[config.mk]
export PLATFORM = sky130hd
export DESIGN_NAME = four_bit_accumulator_flat
export DESIGN_NICKNAME = d
export VERILOG_FILES = /design/src/rtl/four_bit_accumulator_pkg.sv /design/src/rtl/four_bit_accumulator_if.sv /design/src/rtl/four_bit_accumulator.sv /design/src/flat_wrapper.sv
export SDC_FILE = /design/constraint.sdc
export NUM_CORES = 1
export LEC_CHECK = 0
export CORE_MARGIN = 2
export CORE_UTILIZATION = 55
export CTS_BUF_LIST = sky130_fd_sc_hd__clkbuf_2 sky130_fd_sc_hd__clkbuf_4 sky130_fd_sc_hd__clkbuf_8
export CTS_CLUSTER_DIAMETER = 50
export DETAILED_ROUTE_END_ITERATION = 10
export GPL_TIMING_DRIVEN = 0
export PLACE_DENSITY = 0.8
export SLEW_MARGIN = 20
export SYNTH_ARGS = -nofsm -noshare
export SYNTH_HDL_FRONTEND = slang
export SYNTH_SLANG_ARGS = --single-unit
[constraint.sdc]
create_clock -name clk_i -period 2.8 [get_ports clk_i]
set_clock_uncertainty 0.15 [all_clocks]
set_input_delay 0.56 -clock clk_i [delete_from_list [all_inputs] [get_ports clk_i]]
set_output_delay 0.56 -clock clk_i [all_outputs]
set_load 0.02 [all_outputs]
[src/rtl/four_bit_accumulator_pkg.sv]
`default_nettype none
// ============================================================================
// Module      : four_bit_accumulator_pkg
// Description : Shared types, constants and the saturating add/subtract
//               helper for the four-bit result accumulator.
// Revision    : 1.0 - initial release
// ============================================================================
package four_bit_accumulator_pkg;

    // Operand is {carry/borrow, 4-bit result}
    localparam int ACC_OPERAND_W     = 5;

    // Default and bounding parameter values
    localparam int DEFAULT_ACC_WIDTH = 8;
    localparam int DEFAULT_BLOCK_LEN = 4;
    localparam int MIN_ACC_WIDTH     = 6;
    localparam int MAX_ACC_W         = 16;

    // One guard bit above the widest accumulator catches the carry-out
    localparam int SAT_W             = MAX_ACC_W + 1;

    typedef enum logic [0:0] {
        ACCUM = 1'b0,
        DONE  = 1'b1
    } acc_state_e;

    typedef struct packed {
        logic                 ovf;
        logic [MAX_ACC_W-1:0] value;
    } sat_res_t;

    // Saturating acc +/- operand for any accumulator width up to MAX_ACC_W.
    // The caller passes its accumulator zero-extended to MAX_ACC_W bits; the
    // returned value never exceeds 2^width-1, so bits above width are zero.
    function automatic sat_res_t sat_addsub(
        input logic [MAX_ACC_W-1:0]     acc,
        input logic [ACC_OPERAND_W-1:0] operand,
        input logic                     sub,
        input int                       width
    );
        logic [SAT_W-1:0] acc_ext;
        logic [SAT_W-1:0] op_ext;
        logic [SAT_W-1:0] max_ext;
        logic [SAT_W-1:0] raw;
        sat_res_t         res;

        acc_ext = {1'b0, acc};
        op_ext  = SAT_W'(operand);
        max_ext = (SAT_W'(1) << width) - SAT_W'(1);
        raw     = '0;
        res     = '0;

        if (sub) begin
            // Borrow past zero: clamp at the floor
            if (op_ext > acc_ext) begin
                res.ovf   = 1'b1;
                res.value = '0;
            end else begin
                raw       = acc_ext - op_ext;
                res.value = raw[MAX_ACC_W-1:0];
            end
        end else begin
            raw = acc_ext + op_ext;
            if (raw > max_ext) begin
                res.ovf   = 1'b1;
                res.value = max_ext[MAX_ACC_W-1:0];
            end else begin
                res.value = raw[MAX_ACC_W-1:0];
            end
        end
        return res;
    endfunction

endpackage : four_bit_accumulator_pkg
`default_nettype wire

[src/rtl/four_bit_accumulator_if.sv]
`default_nettype none
// ============================================================================
// Module      : four_bit_accumulator_if
// Description : Input-result and output-total handshakes of the accumulator.
//               slave  : accumulator side (consumes results, emits totals)
//               master : environment side (streams results, takes totals)
//   in_valid_i / in_ready_o         : input result handshake
//   in_carry_i, in_sum_i, in_sub_i  : operand {carry, sum} and add/sub select
//   out_valid_o / out_ready_i       : block total handshake
//   out_data_o, out_ovf_o           : block total and sticky saturation flag
// Revision    : 1.0 - initial release
// ============================================================================
interface four_bit_accumulator_if
    import four_bit_accumulator_pkg::*;
#(
    parameter int ACC_WIDTH = DEFAULT_ACC_WIDTH
) ();

    logic                 in_valid_i;
    logic                 in_ready_o;
    logic                 in_carry_i;
    logic [3:0]           in_sum_i;
    logic                 in_sub_i;
    logic                 out_valid_o;
    logic                 out_ready_i;
    logic [ACC_WIDTH-1:0] out_data_o;
    logic                 out_ovf_o;

    modport slave (
        input  in_valid_i,
        output in_ready_o,
        input  in_carry_i,
        input  in_sum_i,
        input  in_sub_i,
        output out_valid_o,
        input  out_ready_i,
        output out_data_o,
        output out_ovf_o
    );

    modport master (
        output in_valid_i,
        input  in_ready_o,
        output in_carry_i,
        output in_sum_i,
        output in_sub_i,
        input  out_valid_o,
        output out_ready_i,
        input  out_data_o,
        input  out_ovf_o
    );

endinterface : four_bit_accumulator_if
`default_nettype wire

[src/rtl/four_bit_accumulator.sv]
`default_nettype none
// ============================================================================
// Module      : four_bit_accumulator
// Description : Saturating accumulator downstream of the four-bit
//               adder/subtractor. Sums BLOCK_LEN accepted results and
//               presents the block total on a valid/ready handshake.
//   clk_i   : clock, rising edge
//   rst_i   : asynchronous active-high reset
//   clear_i : synchronous abort of the current block (drops offered input)
//   bus     : input results / output totals (slave modport)
// Revision    : 1.0 - initial release
// ============================================================================
module four_bit_accumulator
    import four_bit_accumulator_pkg::*;
#(
    parameter int ACC_WIDTH = DEFAULT_ACC_WIDTH,
    parameter int BLOCK_LEN = DEFAULT_BLOCK_LEN
) (
    input  logic                  clk_i,
    input  logic                  rst_i,
    input  logic                  clear_i,
    four_bit_accumulator_if.slave bus
);

    localparam int                CNT_W    = $clog2(BLOCK_LEN + 1);
    localparam logic [CNT_W-1:0]  CNT_LAST = CNT_W'(BLOCK_LEN - 1);

    acc_state_e           state_q, state_d;
    logic [ACC_WIDTH-1:0] acc_q, acc_d;
    logic [CNT_W-1:0]     cnt_q, cnt_d;
    logic                 ovf_q, ovf_d;
    logic [ACC_WIDTH-1:0] out_data_q, out_data_d;
    logic                 out_ovf_q, out_ovf_d;

    sat_res_t             sat_res;
    logic                 accept;
    logic                 unused_sat_bits;

    assign sat_res = sat_addsub(MAX_ACC_W'(acc_q),
                                {bus.in_carry_i, bus.in_sum_i},
                                bus.in_sub_i,
                                ACC_WIDTH);

    // Bits above ACC_WIDTH are always zero after clamping
    assign unused_sat_bits = ^sat_res.value;

    assign accept = bus.in_valid_i && (state_q == ACCUM);

    always_comb begin
        state_d    = state_q;
        acc_d      = acc_q;
        cnt_d      = cnt_q;
        ovf_d      = ovf_q;
        out_data_d = out_data_q;
        out_ovf_d  = out_ovf_q;

        if (clear_i) begin
            // Abort wins over both handshakes; the offered input is dropped
            state_d    = ACCUM;
            acc_d      = '0;
            cnt_d      = '0;
            ovf_d      = 1'b0;
            out_data_d = '0;
            out_ovf_d  = 1'b0;
        end else begin
            case (state_q)
                ACCUM: begin
                    if (accept) begin
                        acc_d = sat_res.value[ACC_WIDTH-1:0];
                        ovf_d = ovf_q | sat_res.ovf;
                        cnt_d = cnt_q + CNT_W'(1);
                        if (cnt_q == CNT_LAST) begin
                            out_data_d = sat_res.value[ACC_WIDTH-1:0];
                            out_ovf_d  = ovf_q | sat_res.ovf;
                            state_d    = DONE;
                        end
                    end
                end
                DONE: begin
                    if (bus.out_ready_i) begin
                        state_d = ACCUM;
                        acc_d   = '0;
                        cnt_d   = '0;
                        ovf_d   = 1'b0;
                    end
                end
                default: begin
                    state_d = ACCUM;
                end
            endcase
        end
    end

    always_ff @(posedge clk_i or posedge rst_i) begin
        if (rst_i) begin
            state_q    <= ACCUM;
            acc_q      <= '0;
            cnt_q      <= '0;
            ovf_q      <= 1'b0;
            out_data_q <= '0;
            out_ovf_q  <= 1'b0;
        end else begin
            state_q    <= state_d;
            acc_q      <= acc_d;
            cnt_q      <= cnt_d;
            ovf_q      <= ovf_d;
            out_data_q <= out_data_d;
            out_ovf_q  <= out_ovf_d;
        end
    end

    // Moore outputs; only reset gates ready so nothing is offered during it
    assign bus.in_ready_o  = (state_q == ACCUM) && !rst_i;
    assign bus.out_valid_o = (state_q == DONE);
    assign bus.out_data_o  = out_data_q;
    assign bus.out_ovf_o   = out_ovf_q;

endmodule : four_bit_accumulator
`default_nettype wire
[src/flat_wrapper.sv]
// flat-port wrapper written by rule: the top's interface ports become plain ports
module four_bit_accumulator_flat import four_bit_accumulator_pkg::*;
#(
    parameter int ACC_WIDTH = DEFAULT_ACC_WIDTH,
    parameter int BLOCK_LEN = DEFAULT_BLOCK_LEN
)
  (clk_i, rst_i, clear_i, bus_in_valid_i, bus_in_ready_o, bus_in_carry_i, bus_in_sum_i, bus_in_sub_i, bus_out_valid_o, bus_out_ready_i, bus_out_data_o, bus_out_ovf_o);
  four_bit_accumulator_if #(.ACC_WIDTH(ACC_WIDTH)) bus_i ();
  input  logic clk_i;
  input  logic rst_i;
  input  logic clear_i;
  input wire logic [$bits(bus_i.in_valid_i)-1:0] bus_in_valid_i;
  output wire logic [$bits(bus_i.in_ready_o)-1:0] bus_in_ready_o;
  input wire logic [$bits(bus_i.in_carry_i)-1:0] bus_in_carry_i;
  input wire logic [$bits(bus_i.in_sum_i)-1:0] bus_in_sum_i;
  input wire logic [$bits(bus_i.in_sub_i)-1:0] bus_in_sub_i;
  output wire logic [$bits(bus_i.out_valid_o)-1:0] bus_out_valid_o;
  input wire logic [$bits(bus_i.out_ready_i)-1:0] bus_out_ready_i;
  output wire logic [$bits(bus_i.out_data_o)-1:0] bus_out_data_o;
  output wire logic [$bits(bus_i.out_ovf_o)-1:0] bus_out_ovf_o;
  assign bus_i.in_valid_i = bus_in_valid_i;
  assign bus_in_ready_o = bus_i.in_ready_o;
  assign bus_i.in_carry_i = bus_in_carry_i;
  assign bus_i.in_sum_i = bus_in_sum_i;
  assign bus_i.in_sub_i = bus_in_sub_i;
  assign bus_out_valid_o = bus_i.out_valid_o;
  assign bus_i.out_ready_i = bus_out_ready_i;
  assign bus_out_data_o = bus_i.out_data_o;
  assign bus_out_ovf_o = bus_i.out_ovf_o;
  four_bit_accumulator #(.ACC_WIDTH(ACC_WIDTH), .BLOCK_LEN(BLOCK_LEN)) u_core (.clk_i(clk_i), .rst_i(rst_i), .clear_i(clear_i), .bus(bus_i));
endmodule
* Yosys cells after proc, flatten, opt, wreduce, memory -nomap -nowiden *
Cells that the tools add are included.

word-level totals
  register bits after elaboration = 22
  input bits = 11

operators by class
  add/sub/neg operators = 3
  order comparisons = 2
  eq/ne operators = 4
  mux-type cells = 30
  bitwise operators = 2
  reduce and logical (&&, ||, !) cells = 7

operators by type and width
  cell                                                                               number
  8-bit 2-to-1 mux                                                                   7
  16-bit 2-to-1 mux                                                                  2
  17-bit by 8-bit greater-than comparator with 1-bit output (second input constant)  1
  17-bit 2-to-1 mux                                                                  1
  8-bit case mux with 2 select lines                                                 1
  1-bit 2-to-1 mux                                                                   13
  8-bit by 5-bit adder with 9-bit output                                             1
  3-bit 2-to-1 mux                                                                   3
  8-bit by 5-bit subtractor with 9-bit output                                        1
  5-bit by 8-bit greater-than comparator with 1-bit output                           1
  3-bit case mux with 2 select lines                                                 1
  1-bit case mux with 2 select lines                                                 2
  2-bit nonzero test                                                                 2
  3-bit by 1-bit adder with 3-bit output (second input constant)                     1
  3-bit by 2-bit == test with 1-bit output (second input constant)                   1
  3-bit by 2-bit inequality test with 1-bit output (second input constant)           1
  3-bit inequality test (second input constant)                                      1
  3-bit AND reduction                                                                1
  1-bit logical AND                                                                  2
  2-bit inequality test (second input constant)                                      1
  2-bit AND reduction                                                                1
  1-bit logical NOT                                                                  1
  1-bit NOT                                                                          1
  1-bit bitwise OR                                                                   1

* Depth between registers and ports, before layout *
Gate-level depths: netlist of the first run.

  word-level depth = 9
  mapped depth = 10
  gate-level depth less buffers = 10

* Least setup slack after synthesis of the first run *
Ideal clock, no wire load.

  path kind = input -> register
  from = input bus_in_sum_i[0]
  to = register u_core.out_data_q[6], in the netlist u_core.bus.out_data_o[6]
  library setup time = 0.122 ns
  data arrival time = 2.075 ns
  path slack = 0.453 ns
  stages on the path = 8
  path buffers = 0
  cell sequence = ha_1 -> inv_1 -> fa_1 -> o21bai_1 -> a221oi_2 -> nor4b_1 -> o21ai_0 -> a32o_1

between the ends
  word-level cells in the longest chain between the ends = 8

ends and longest elaborated chain
  item                                                       RTL line                        source
  start: declaration                                         flat_wrapper.sv:15              input wire logic [$bits(bus_i.in_sum_i)-1:0] bus_in_sum_i;
  8-bit by 5-bit adder with 9-bit output                     four_bit_accumulator_pkg.sv:63  raw = acc_ext + op_ext;
  17-bit by 8-bit greater-than comparator with 1-bit output  four_bit_accumulator_pkg.sv:64  if (raw > max_ext) begin
  16-bit 2-to-1 mux                                          four_bit_accumulator_pkg.sv:64
  17-bit 2-to-1 mux (*)                                      four_bit_accumulator_pkg.sv:53  if (sub) begin
  8-bit 2-to-1 mux (*)                                       four_bit_accumulator.sv:72      if (cnt_q == CNT_LAST) begin
  8-bit 2-to-1 mux (*)                                       four_bit_accumulator.sv:68      if (accept) begin
  8-bit 2-to-1 mux (*)                                       four_bit_accumulator.sv:66      case (state_q)
  8-bit 2-to-1 mux (*)                                       four_bit_accumulator.sv:57      if (clear_i) begin
  end signal: assignment                                     four_bit_accumulator.sv:107     out_data_q <= out_data_d;
  end: declaration                                           four_bit_accumulator.sv:32      logic [ACC_WIDTH-1:0] out_data_q, out_data_d;

Mark *: on every way between the ends. The rest lies on a longest branch, timed or not. The select of a mux whose other input is x is not followed.
A chain may end at the register's enable or synchronous reset.

* Worst setup path after layout of the first run *
Ends and elaborated chain as after synthesis.

==> impl_metrics.csv, run 1 <==
group,metric,value,unit
route,dr.first_iter.drc_count,70,
floorplan,ios,22,
worst_setup_path,required,2.87,ns
synth,synth_seq_area_share,35.77,%
clock_tree,cts_hold_buf,0,
sta,period_minus_slack,2.694,ns
clock_tree,cts_made_buffers,3,
floorplan,die_h,56.90,um
power,power,874.1,uW
clock_tree,htree_levels,1,
clock_tree,cts_root_buf,"clkbuf_4",
worst_setup_path,cp-end-kind,"flop",
synth,syn_area_per_cell,8.948,um2
global_route,grt_pass1_vias,1404,
route,via_count,1369,
global_route,grt_use_total,23.80,%
synth,syn_nets,197,
worst_setup_path,critPathArrivalTime,2.76,ns
sta,worstMarginPinSlew,0.8079,ns
cells_and_area,fin_util,69.76,%
sta,slew_viol_final,0,
synth,ys_ff_latch,22,
flow_run,max-cap-violations,0,
min_path,hold_depth,1,
route,wirelength,3613,um
synth,synth_top_area_share,35.77,%
worst_setup_path,startpoint_type,"input port",
synth,synth_top_area_cell,"dfrtp_1",
placement,dp_hpwl,2728,um
worst_setup_path,critical_path_class,"in2reg",
sta,final_hold_viol_count,0,
worst_setup_path,cp_max_fo,3,
power,peakVddDrop,407.0,uV
run_status,status,"finished, final reports clean",
synth,synth-main-ff-cell,"dfrtp_1",
synth,synthArstFlopShare,100.0,%
clock_tree,cts_max_path_buffers,2,
route,ant_nets,0,
synth,synth-edff-count,0,
clock_tree,clock_latency,0.31,ns
route,firstDrtPassIters,4,
placement,gp_congestion,0.8194,
floorplan,start_util,56.79,%
cells_and_area,num-nets-final,222,
route,wl_per_cell,15.92,um
clock_tree,cts.sinks,22,
synth,synth_cell_type_count,49,
floorplan,die_w,56.90,um
clock_tree,cts_setup_buffers,0,
min_path,hp-class,"reg2reg",
global_route,grt_max_degree,23,
power,power.leakage,0.0008407,uW
placement,port_buffers,20,
synth,yosysWarningCount,0,
cells_and_area,nFillCells,229,
sta,fmax,371.2,MHz
sta,finalCritPeriodShare,96.22,%
floorplan,coreArea,2710,um2
synth,ys_top_cells_by_area,"dfrtp_1, ha_1, inv_1",
global_route,grt-ovfl-total,0,
cells_and_area,num_antenna_cells,0,
cells_and_area,drive_above_1_share,13.27,%
sta,slew_headroom,46.08,%
synth,netlist_area,1539,um2
global_route,antenna_found_initial,0,
route,remaining_drc_errors,0,
floorplan,die-area,3237,um2
placement,place_area,1778,um2
power,p_per_area,462.3,nW/um2
global_route,grt_first_pass_wirelength,6127,um
cells_and_area,syn2layout_area_growth,22.85,%
route,vias_per_cell,6.031,
synth,postSynthCellCount,172,
placement,place_inst,223,
cells_and_area,stdcell_count,227,
worst_setup_path,rr_worst_depth,10,
sta,setup_viol,0,
clock_tree,clk_pin_slew,0.13,ns
clock_tree,cts_tree,"done",
floorplan,row_count,19,
cells_and_area,postLayoutCellArea,1891,um2
area by class of cell:
type | count | area [um2] | area share [%]
buffer | 5 | 26.28 | 1.390
clock buffer | 3 | 22.52 | 1.191
multi-input combinational | 128 | 958.4 | 50.69
sequential | 22 | 550.5 | 29.12
tap | 31 | 38.79 | 2.052
timing repair buffer | 20 | 200.2 | 10.59
clock inverter | 1 | 30.03 | 1.588
inverter | 17 | 63.81 | 3.375
layer usage:
| layer | vias to the layer above | track usage, % | routed length [um] |
|---|---|---|---|
| met4 | 0 | 3.987 | 11 |
| met5 | - | 0 | 0 |
| met3 | 2 | 5.069 | 170 |
| met1 | 672 | 31.62 | 1586 |
| met2 | 35 | 40.39 | 1845 |
| li1 | 660 | - | - |
cell families (layout without fill, tap and decap cells):
logic type / count (synthesis) / count (layout) / share of synthesized area, %
XOR/XNOR: 5 / 5 / 2.846
buffers and inverters: 22 / 46 / 5.691
AND/OR/NAND/NOR: 54 / 54 / 18.37
adder cells (fa/ha/maj): 14 / 14 / 12.36
flip-flops: 22 / 22 / 35.77
AO/OA/AOI/OAI: 55 / 55 / 24.96
worst paths after layout:
path                                     startpoint                  endpoint  slack [ns]
setup / recovery                    bus_in_sum_i[0]  u_core.bus.out_data_o[6]        0.11
hold / removal             u_core.bus.out_data_o[6]  u_core.bus.out_data_o[6]        0.36
setup reg to reg                    u_core.acc_q[0]  u_core.bus.out_data_o[6]        0.38
hold reg to reg            u_core.bus.out_data_o[6]  u_core.bus.out_data_o[6]        0.36
max in group asynchronous                     rst_i           u_core.acc_q[7]        1.42
min in group asynchronous                     rst_i           u_core.cnt_q[1]        0.58
cells in the final DEF (no fill, tap or decap), types with 3 or more instances in the layout:
master,synthesis,layout
nand2_1,17,17
clkbuf_4,0,4
xnor2_1,3,3
clkdlybuf4s50_1,0,20
o21ai_0,9,8
dfrtp_1,22,22
clkbuf_1,3,3
ha_1,12,12
o21ai_1,6,6
nand3_1,3,3
nor3_1,4,4
inv_1,17,17
nor2_1,12,12
a21oi_1,12,11
Yosys cell counts, drive strengths merged, types with 2 or more instances:
cell,number
a32o,2
a21o,2
a22o,3
nand2b,3
nor2,13
nand3,3
inv,17
o31ai,2
buf,2
or4,2
o21ai,15
or3,2
xnor2,3
a221oi,2
clkbuf,3
ha,12
o21bai,2
nor3,5
nor2b,2
nand3b,2
xor2,2
nand2,17
dfrtp,22
o211ai,2
a21oi,12
fa,2
o21a,3
o22ai,2
repair_timing:
item                       CTS  global route
gates cloned                 0             0
resized for setup            1            11
setup endpoints to repair    1            12
critical path: stages:
cell,delay [ns]
clkdlybuf4s50_1,0.50
ha_1,0.18
inv_1,0.06
fa_1,0.40
a21o_1,0.21
a21oi_2,0.19
o21ai_0,0.13
xor2_1,0.15
nand2_1,0.09
a32o_1,0.28
power breakdown:
group	switching, uW	total [uW]	internal [uW]
registers	18.9	354	336
clock network	95.2	240	145
logic	159	280	120
per-stage QoR:
stage	hold WS, ns	setup WS, ns	setup TNS, ns
global route	0.3669	-0.01720	-0.03212
floorplan	0.3002	0.4533	0
global placement	0.3183	-0.2384	-3.082
detailed placement	0.3355	-0.3028	-4.401
finish	0.3596	0.1059	0
CTS	0.3644	0.05763	0
sequential cells by signal, indices dropped and copies added, names as in the netlist:
name	count
u_core.bus.out_ovf_o	1
u_core.acc_q	8
u_core.ovf_q	1
u_core.cnt_q	3
u_core.bus.out_data_o	8
u_core.bus.out_valid_o	1
Note: power is estimated with default switching activity, not from simulation.
==> run 2: changes to the inputs <==
--- a/config.mk
+++ b/config.mk
@@ -5,13 +5,15 @@
 export SDC_FILE = /design/constraint.sdc
 export NUM_CORES = 1
 export LEC_CHECK = 0
+export CELL_PAD_IN_SITES_DETAIL_PLACEMENT = 1
+export CELL_PAD_IN_SITES_GLOBAL_PLACEMENT = 2
 export CORE_MARGIN = 2
-export CORE_UTILIZATION = 55
+export CORE_UTILIZATION = 34
 export CTS_BUF_LIST = sky130_fd_sc_hd__clkbuf_2 sky130_fd_sc_hd__clkbuf_4 sky130_fd_sc_hd__clkbuf_8
 export CTS_CLUSTER_DIAMETER = 50
 export DETAILED_ROUTE_END_ITERATION = 10
 export GPL_TIMING_DRIVEN = 0
-export PLACE_DENSITY = 0.8
+export PLACE_DENSITY_LB_ADDON = 0.1
 export SLEW_MARGIN = 20
 export SYNTH_ARGS = -nofsm -noshare
 export SYNTH_HDL_FRONTEND = slang
==> run 2 against run 1 <==
  * Sequential power about the same
  * Cell count increased by 10%
  * Hold slack got worse by 0.022 ns
  * Largest cell class unchanged
  * Via count is 1.4% lower
  * Cell area up 5.7%
  * Critical path depth did not move
==> impl_metrics.csv, run 2 (same netlist as run 1, synthesis figures left out) <==
group,metric,value,unit
placement,port_buffers,20,
clock_tree,cts_max_path_buffers,2,
floorplan,coreArea,4354,um2
cells_and_area,drive_above_1_share,16.16,%
sta,fmax,371.8,MHz
worst_setup_path,slowest_delay,0.50,ns
worst_setup_path,required,2.81,ns
route,ant_nets,0,
route,vias_per_cell,5.400,
sta,worstMarginPinSlew,0.8243,ns
floorplan,row_count,24,
global_route,grt_max_degree,23,
sta,slew_viol_final,0,
worst_setup_path,critPathArrivalTime,2.70,ns
floorplan,ios,22,
placement,place_inst,244,
cells_and_area,num_antenna_cells,0,
min_path,hp-class,"reg2reg",
placement,gp_congestion,0.8146,
global_route,grt_use_total,17.58,%
run_status,status,"finished, final reports clean",
worst_setup_path,critical_path_class,"in2reg",
floorplan,die_h,71.28,um
power,power.leakage,0.0008655,uW
cells_and_area,most-common-layout-cells,"dfrtp_1, clkdlybuf4s50_1, nand2_1, inv_1, nor2_1",
worst_setup_path,cp_max_fo,3,
power,peakVddDrop,277.6,uV
worst_setup_path,path_buf_inv,3,
worst_setup_path,cp-end-kind,"flop",
global_route,grt_pass1_vias,1432,
clock_tree,cts_made_buffers,3,
route,wirelength,4247,um
power,pwr-share-clk,31.1,%
power,switching_power,297.8,uW
route,dr.first_iter.drc_count,20,
power,p_per_area,480.6,nW/um2
power,comb_power_share,31.8,%
global_route,antenna_found_initial,0,
worst_setup_path,slowest_stage,"clkdlybuf4s50_1",
floorplan,start_util,35.34,%
sta,setup_viol,0,
worst_setup_path,cp_top_family,"buffers and inverters",
route,wl_per_cell,16.99,um
sta,finalCritPeriodShare,96.06,%
floorplan,die_w,71.28,um
cells_and_area,ff_latch_area,550.5,um2
power,p_seq_share,37.1,%
cells_and_area,layout_commonest_cell,"dfrtp_1",
clock_tree,cts_root_buf,"clkbuf_8",
sta,final_hold_viol_count,0,
sta,period_minus_slack,2.690,ns
worst_setup_path,path_cells,"clkdlybuf4s50_1 -> ha_1 -> inv_1 -> fa_2 -> o21bai_4 -> a221oi_4 -> buf_12 -> nor4b_2 -> o21ai_1 -> a32o_1",
cells_and_area,multi_input_area,993.5,um2
power,power,960.4,uW
route,via_count,1350,
route,firstDrtPassIters,4,
clock_tree,htree_levels,1,
flow_run,max-cap-violations,0,
clock_tree,cts_tree,"done",
clock_tree,clk_pin_slew,0.09,ns
global_route,grt_first_pass_wirelength,7169,um
clock_tree,clock_latency,0.27,ns
cells_and_area,num-nets-final,224,
power,sw_frac_of_total,31.00,%
power,p_int,662.6,uW
clock_tree,cts_hold_buf,0,
cells_and_area,nFillCells,492,
global_route,grt-ovfl-total,0,
clock_tree,cts.sinks,22,
worst_setup_path,startpoint_type,"input port",
sta,slew_headroom,44.98,%
cells_and_area,stdcell_count,250,
placement,dp_hpwl,3287,um
cells_and_area,syn2layout_area_growth,29.84,%
floorplan,die-area,5081,um2
route,remaining_drc_errors,0,
-- run 2: cell count changes in the layout (fill, tap and decap cells not counted), moves of 2 or more --
| cell | previous run | this run |
|---|---|---|
| clkbuf_4 | 4 | 1 |
| clkbuf_8 | 0 | 3 |
| fa_1 | 2 | 0 |
| fa_2 | 0 | 2 |
-- run 2: final cells by class --
cell class	instances	area share (%)
buffer	5	1.315
clock inverter	1	1.503
inverter	17	3.193
sequential	22	27.55
tap	52	3.256
clock buffer	3	2.066
multi-input combinational	128	49.72
timing repair buffer	22	11.40
-- run 2: power groups by stage --
stage	Clock, uW	Sequential [uW]	Combinational, uW
global route	322	360	342
detailed placement	0	361	262
finish	299	356	305
CTS	305	355	267
floorplan	0	358	185
global placement	0	359	256
-- run 2: final timing paths --
check | start | end | slack, ns | cells after the start
setup / recovery | bus_in_sum_i[0] | u_core.bus.out_data_o[6] | 0.11 | 10
hold / removal | u_core.bus.out_data_o[5] | u_core.bus.out_data_o[5] | 0.34 | 2
setup reg to reg | u_core.acc_q[0] | u_core.bus.out_data_o[6] | 0.46 | 10
hold reg to reg | u_core.bus.out_data_o[5] | u_core.bus.out_data_o[5] | 0.34 | 2
max in group asynchronous | rst_i | u_core.cnt_q[0] | 1.35 | 2
min in group asynchronous | rst_i | u_core.acc_q[5] | 0.64 | 2
-- run 2: repair_timing --
action                                  4_1_cts  5_1_grt
resized for setup                             3       16
setup buffers                                 0        2
pin swaps                                     1        6
endpoints found under the setup margin       16       15
-- run 2: worst register-to-register path, cell delays in order (launching register included) --
cell	delay, ns
dfrtp_1	0.42
inv_1	0.07
ha_1	0.16
inv_1	0.06
fa_2	0.36
a21o_1	0.20
a21oi_2	0.17
o21ai_1	0.10
xor2_1	0.14
nand2_1	0.10
a32o_1	0.30
-- run 2: metrics by stage --
stage	instance area [um2]	worst slack (ns)	hold WS, ns	TNS [ns]	util (%)
6_report	1998	0.1103	0.3374	0	45.89
3_5_place_dp	1804	-0.3988	0.3242	-5.445	41.44
4_1_cts	1886	-0.06334	0.3440	-0.06334	43.30
2_1_floorplan	1539	0.4533	0.3002	0	-
3_3_place_gp	1804	-0.3275	0.3195	-4.391	41.44
5_1_grt	1998	-0.003614	0.3757	-0.003614	45.89
-- run 2: layer usage --
layer	up-vias	global-route usage, %	wire, um
met1	661	23.84	2023
met5	-	0	0
met4	0	2.096	34
met2	20	29.94	2092
met3	4	3.657	96
li1	665	-	-
==> run 3: changes to the inputs <==
--- a/config.mk
+++ b/config.mk
@@ -5,6 +5,7 @@
 export SDC_FILE = /design/constraint.sdc
 export NUM_CORES = 1
 export LEC_CHECK = 0
+export CAP_MARGIN = 30
 export CELL_PAD_IN_SITES_DETAIL_PLACEMENT = 1
 export CELL_PAD_IN_SITES_GLOBAL_PLACEMENT = 2
 export CORE_MARGIN = 2
==> constraint.sdc (replaced) <==
create_clock -name clk_i -period 2.9 [get_ports clk_i]
set_clock_uncertainty 0.15 [all_clocks]
set_input_delay 0.58 -clock clk_i [delete_from_list [all_inputs] [get_ports clk_i]]
set_output_delay 0.58 -clock clk_i [all_outputs]
set_load 0.02 [all_outputs]
==> run 3 against run 2 <==
  * Cell area fell by 3.8%
  * Hold slack about the same
  * Total power fell by 6.5%
  * First-iteration DRC count up 25%
  * Critical path type unchanged
  * Global-route usage hardly changed
  * Largest cell class unchanged
  * Critical endpoint unchanged
  * Cell count shrank 0.80%
==> impl_metrics.csv, run 3 (same netlist as run 1, synthesis figures left out) <==
group,metric,value,unit
worst_setup_path,reg2reg_from,"u_core.acc_q[0]",
sta,setup_tns,0,ns
worst_setup_path,rr_worst_depth,10,
route,via_count,1352,
global_route,antenna_found_initial,0,
sta,finalCritPeriodShare,95.33,%
sta,fin_hold_ws,0.3372,ns
route,vias_per_cell,5.452,
route,wl_met3,112,um
worst_setup_path,cp_max_fo,4,
sta,slew_viol_final,0,
clock_tree,cts_made_buffers,3,
placement,place_inst,244,
route,dr.first_iter.drc_count,25,
cells_and_area,syn2layout_area_growth,24.88,%
placement,place_area,1804,um2
power,power.leakage,0.0008399,uW
worst_setup_path,critPathArrivalTime,2.77,ns
floorplan,die_w,71.28,um
power,peakVddDrop,267.9,uV
worst_setup_path,r2r_end,"u_core.bus.out_data_o[6]",
placement,gp_congestion,0.8146,
floorplan,coreArea,4354,um2
route,firstDrtPassIters,4,
placement,port_buffers,20,
cells_and_area,num_antenna_cells,0,
sta,period_minus_slack,2.765,ns
floorplan,row_count,24,
floorplan,ios,22,
min_path,hp-class,"reg2reg",
global_route,grt_first_pass_wirelength,7155,um
cells_and_area,drive_above_1_share,12.76,%
cells_and_area,num-nets-final,222,
clock_tree,cts_max_path_buffers,2,
floorplan,die-area,5081,um2
route,dr_wl_met2,2004,um
sta,slew_headroom,44.78,%
sta,rsz0062_at_grt,"yes",
clock_tree,clk_pin_slew,0.09,ns
floorplan,start_util,35.34,%
sta,setup_viol,0,
placement,dp_hpwl,3287,um
cells_and_area,layout_commonest_cell,"dfrtp_1",
global_route,grt_pass1_vias,1431,
global_route,grt-ovfl-total,0,
worst_setup_path,startpoint_type,"input port",
min_path,hold_start,"u_core.bus.out_data_o[5]",
cells_and_area,postLayoutCellArea,1922,um2
sta,final_hold_viol_count,0,
route,remaining_drc_errors,0,
route,routed.top_layer,"met4",
worst_setup_path,r2r_slack,0.49,ns
run_status,status,"finished, final reports clean",
route,wl_per_cell,16.62,um
sta,worstMarginPinSlew,0.8273,ns
worst_setup_path,required,2.91,ns
min_path,min_to,"u_core.bus.out_data_o[5]",
global_route,grt_max_degree,23,
worst_setup_path,critical_path_class,"in2reg",
clock_tree,cts.sinks,22,
worst_setup_path,cp-end-kind,"flop",
clock_tree,cts_tree,"done",
clock_tree,htree_levels,1,
cells_and_area,fin_util,44.14,%
global_route,grt_use_total,17.55,%
power,p_per_area,467.2,nW/um2
sta,fmax,361.7,MHz
clock_tree,cts_setup_buffers,0,
cells_and_area,most-common-layout-cells,"dfrtp_1, clkdlybuf4s50_1, nand2_1, inv_1",
cells_and_area,stdcell_count,248,
clock_tree,cts_root_buf,"clkbuf_8",
min_path,hold_depth,2,
route,wl_met1,1970,um
flow_run,max-cap-violations,0,
route,ant_nets,0,
floorplan,die_h,71.28,um
clock_tree,clock_latency,0.27,ns
route,wirelength,4121,um
## run 3: cell count changes in the layout (fill, tap and decap cells not counted), sizes merged
cell,change
buf,-1
clkbuf,-1
## run 3: worst max-delay path: stages
cell             delay (ns)
clkdlybuf4s50_1        0.49
ha_1                   0.18
inv_1                  0.06
fa_1                   0.43
o21bai_4               0.22
a221oi_4               0.11
nor4b_1                0.27
o21ai_1                0.15
a32o_1                 0.28
## run 3: through the flow
step,setup slack [ns],total power (uW)
2_1_floorplan,0.5333,524.1
3_3_place_gp,-0.2475,593.7
3_5_place_dp,-0.3188,601.7
4_1_cts,0.01666,893.8
5_1_grt,-0.03313,961.1
6_report,0.1355,897.9
## run 3: routing by layer
layer | vias to the layer above | GRT usage [%]
met3 | 4 | 3.657
met5 | - | 0
met4 | 0 | 2.096
li1 | 663 | -
met2 | 22 | 29.94
met1 | 663 | 23.75
## run 3: where the power goes
part / internal [uW] / switching (uW) / leakage, uW / total (uW)
registers: 324 / 18.4 / 0.000301 / 342
logic: 114 / 154 / 0.000503 / 268
clock network: 184 / 103 / 0.0000357 / 287
## run 3: layout make-up
type | count | area, um2
clock buffers | 3 | 41.29
plain buffers | 5 | 23.77
clock inverters | 1 | 30.03
repair buffers | 20 | 200.2
well taps | 52 | 65.06
inverters | 17 | 63.81
multi-input cells | 128 | 947.2
flip-flops and latches | 22 | 550.5
fillers | 502 | 2432
## run 3: how the worst max path moves through the flow
stage | startpoint | to | slack (ns) | cells past startpoint
global placement | bus_in_carry_i | u_core.acc_q[5] | -0.25 | 10
global route | bus_in_carry_i | u_core.acc_q[5] | -0.03 | 10
detailed placement | bus_in_sum_i[0] | u_core.acc_q[5] | -0.32 | 10
CTS | bus_in_carry_i | u_core.acc_q[5] | 0.02 | 10
finish | bus_in_sum_i[0] | u_core.bus.out_data_o[6] | 0.14 | 9
floorplan | bus_in_sum_i[0] | u_core.bus.out_data_o[6] | 0.53 | 8
## run 3: repair_timing
item	4_1_cts	5_1_grt
gates resized for setup	2	7
cloned	0	0
endpoints found under the hold margin	0	0
pin swaps	1	0
hold buffers	0	0
endpoints found under the setup margin	3	9
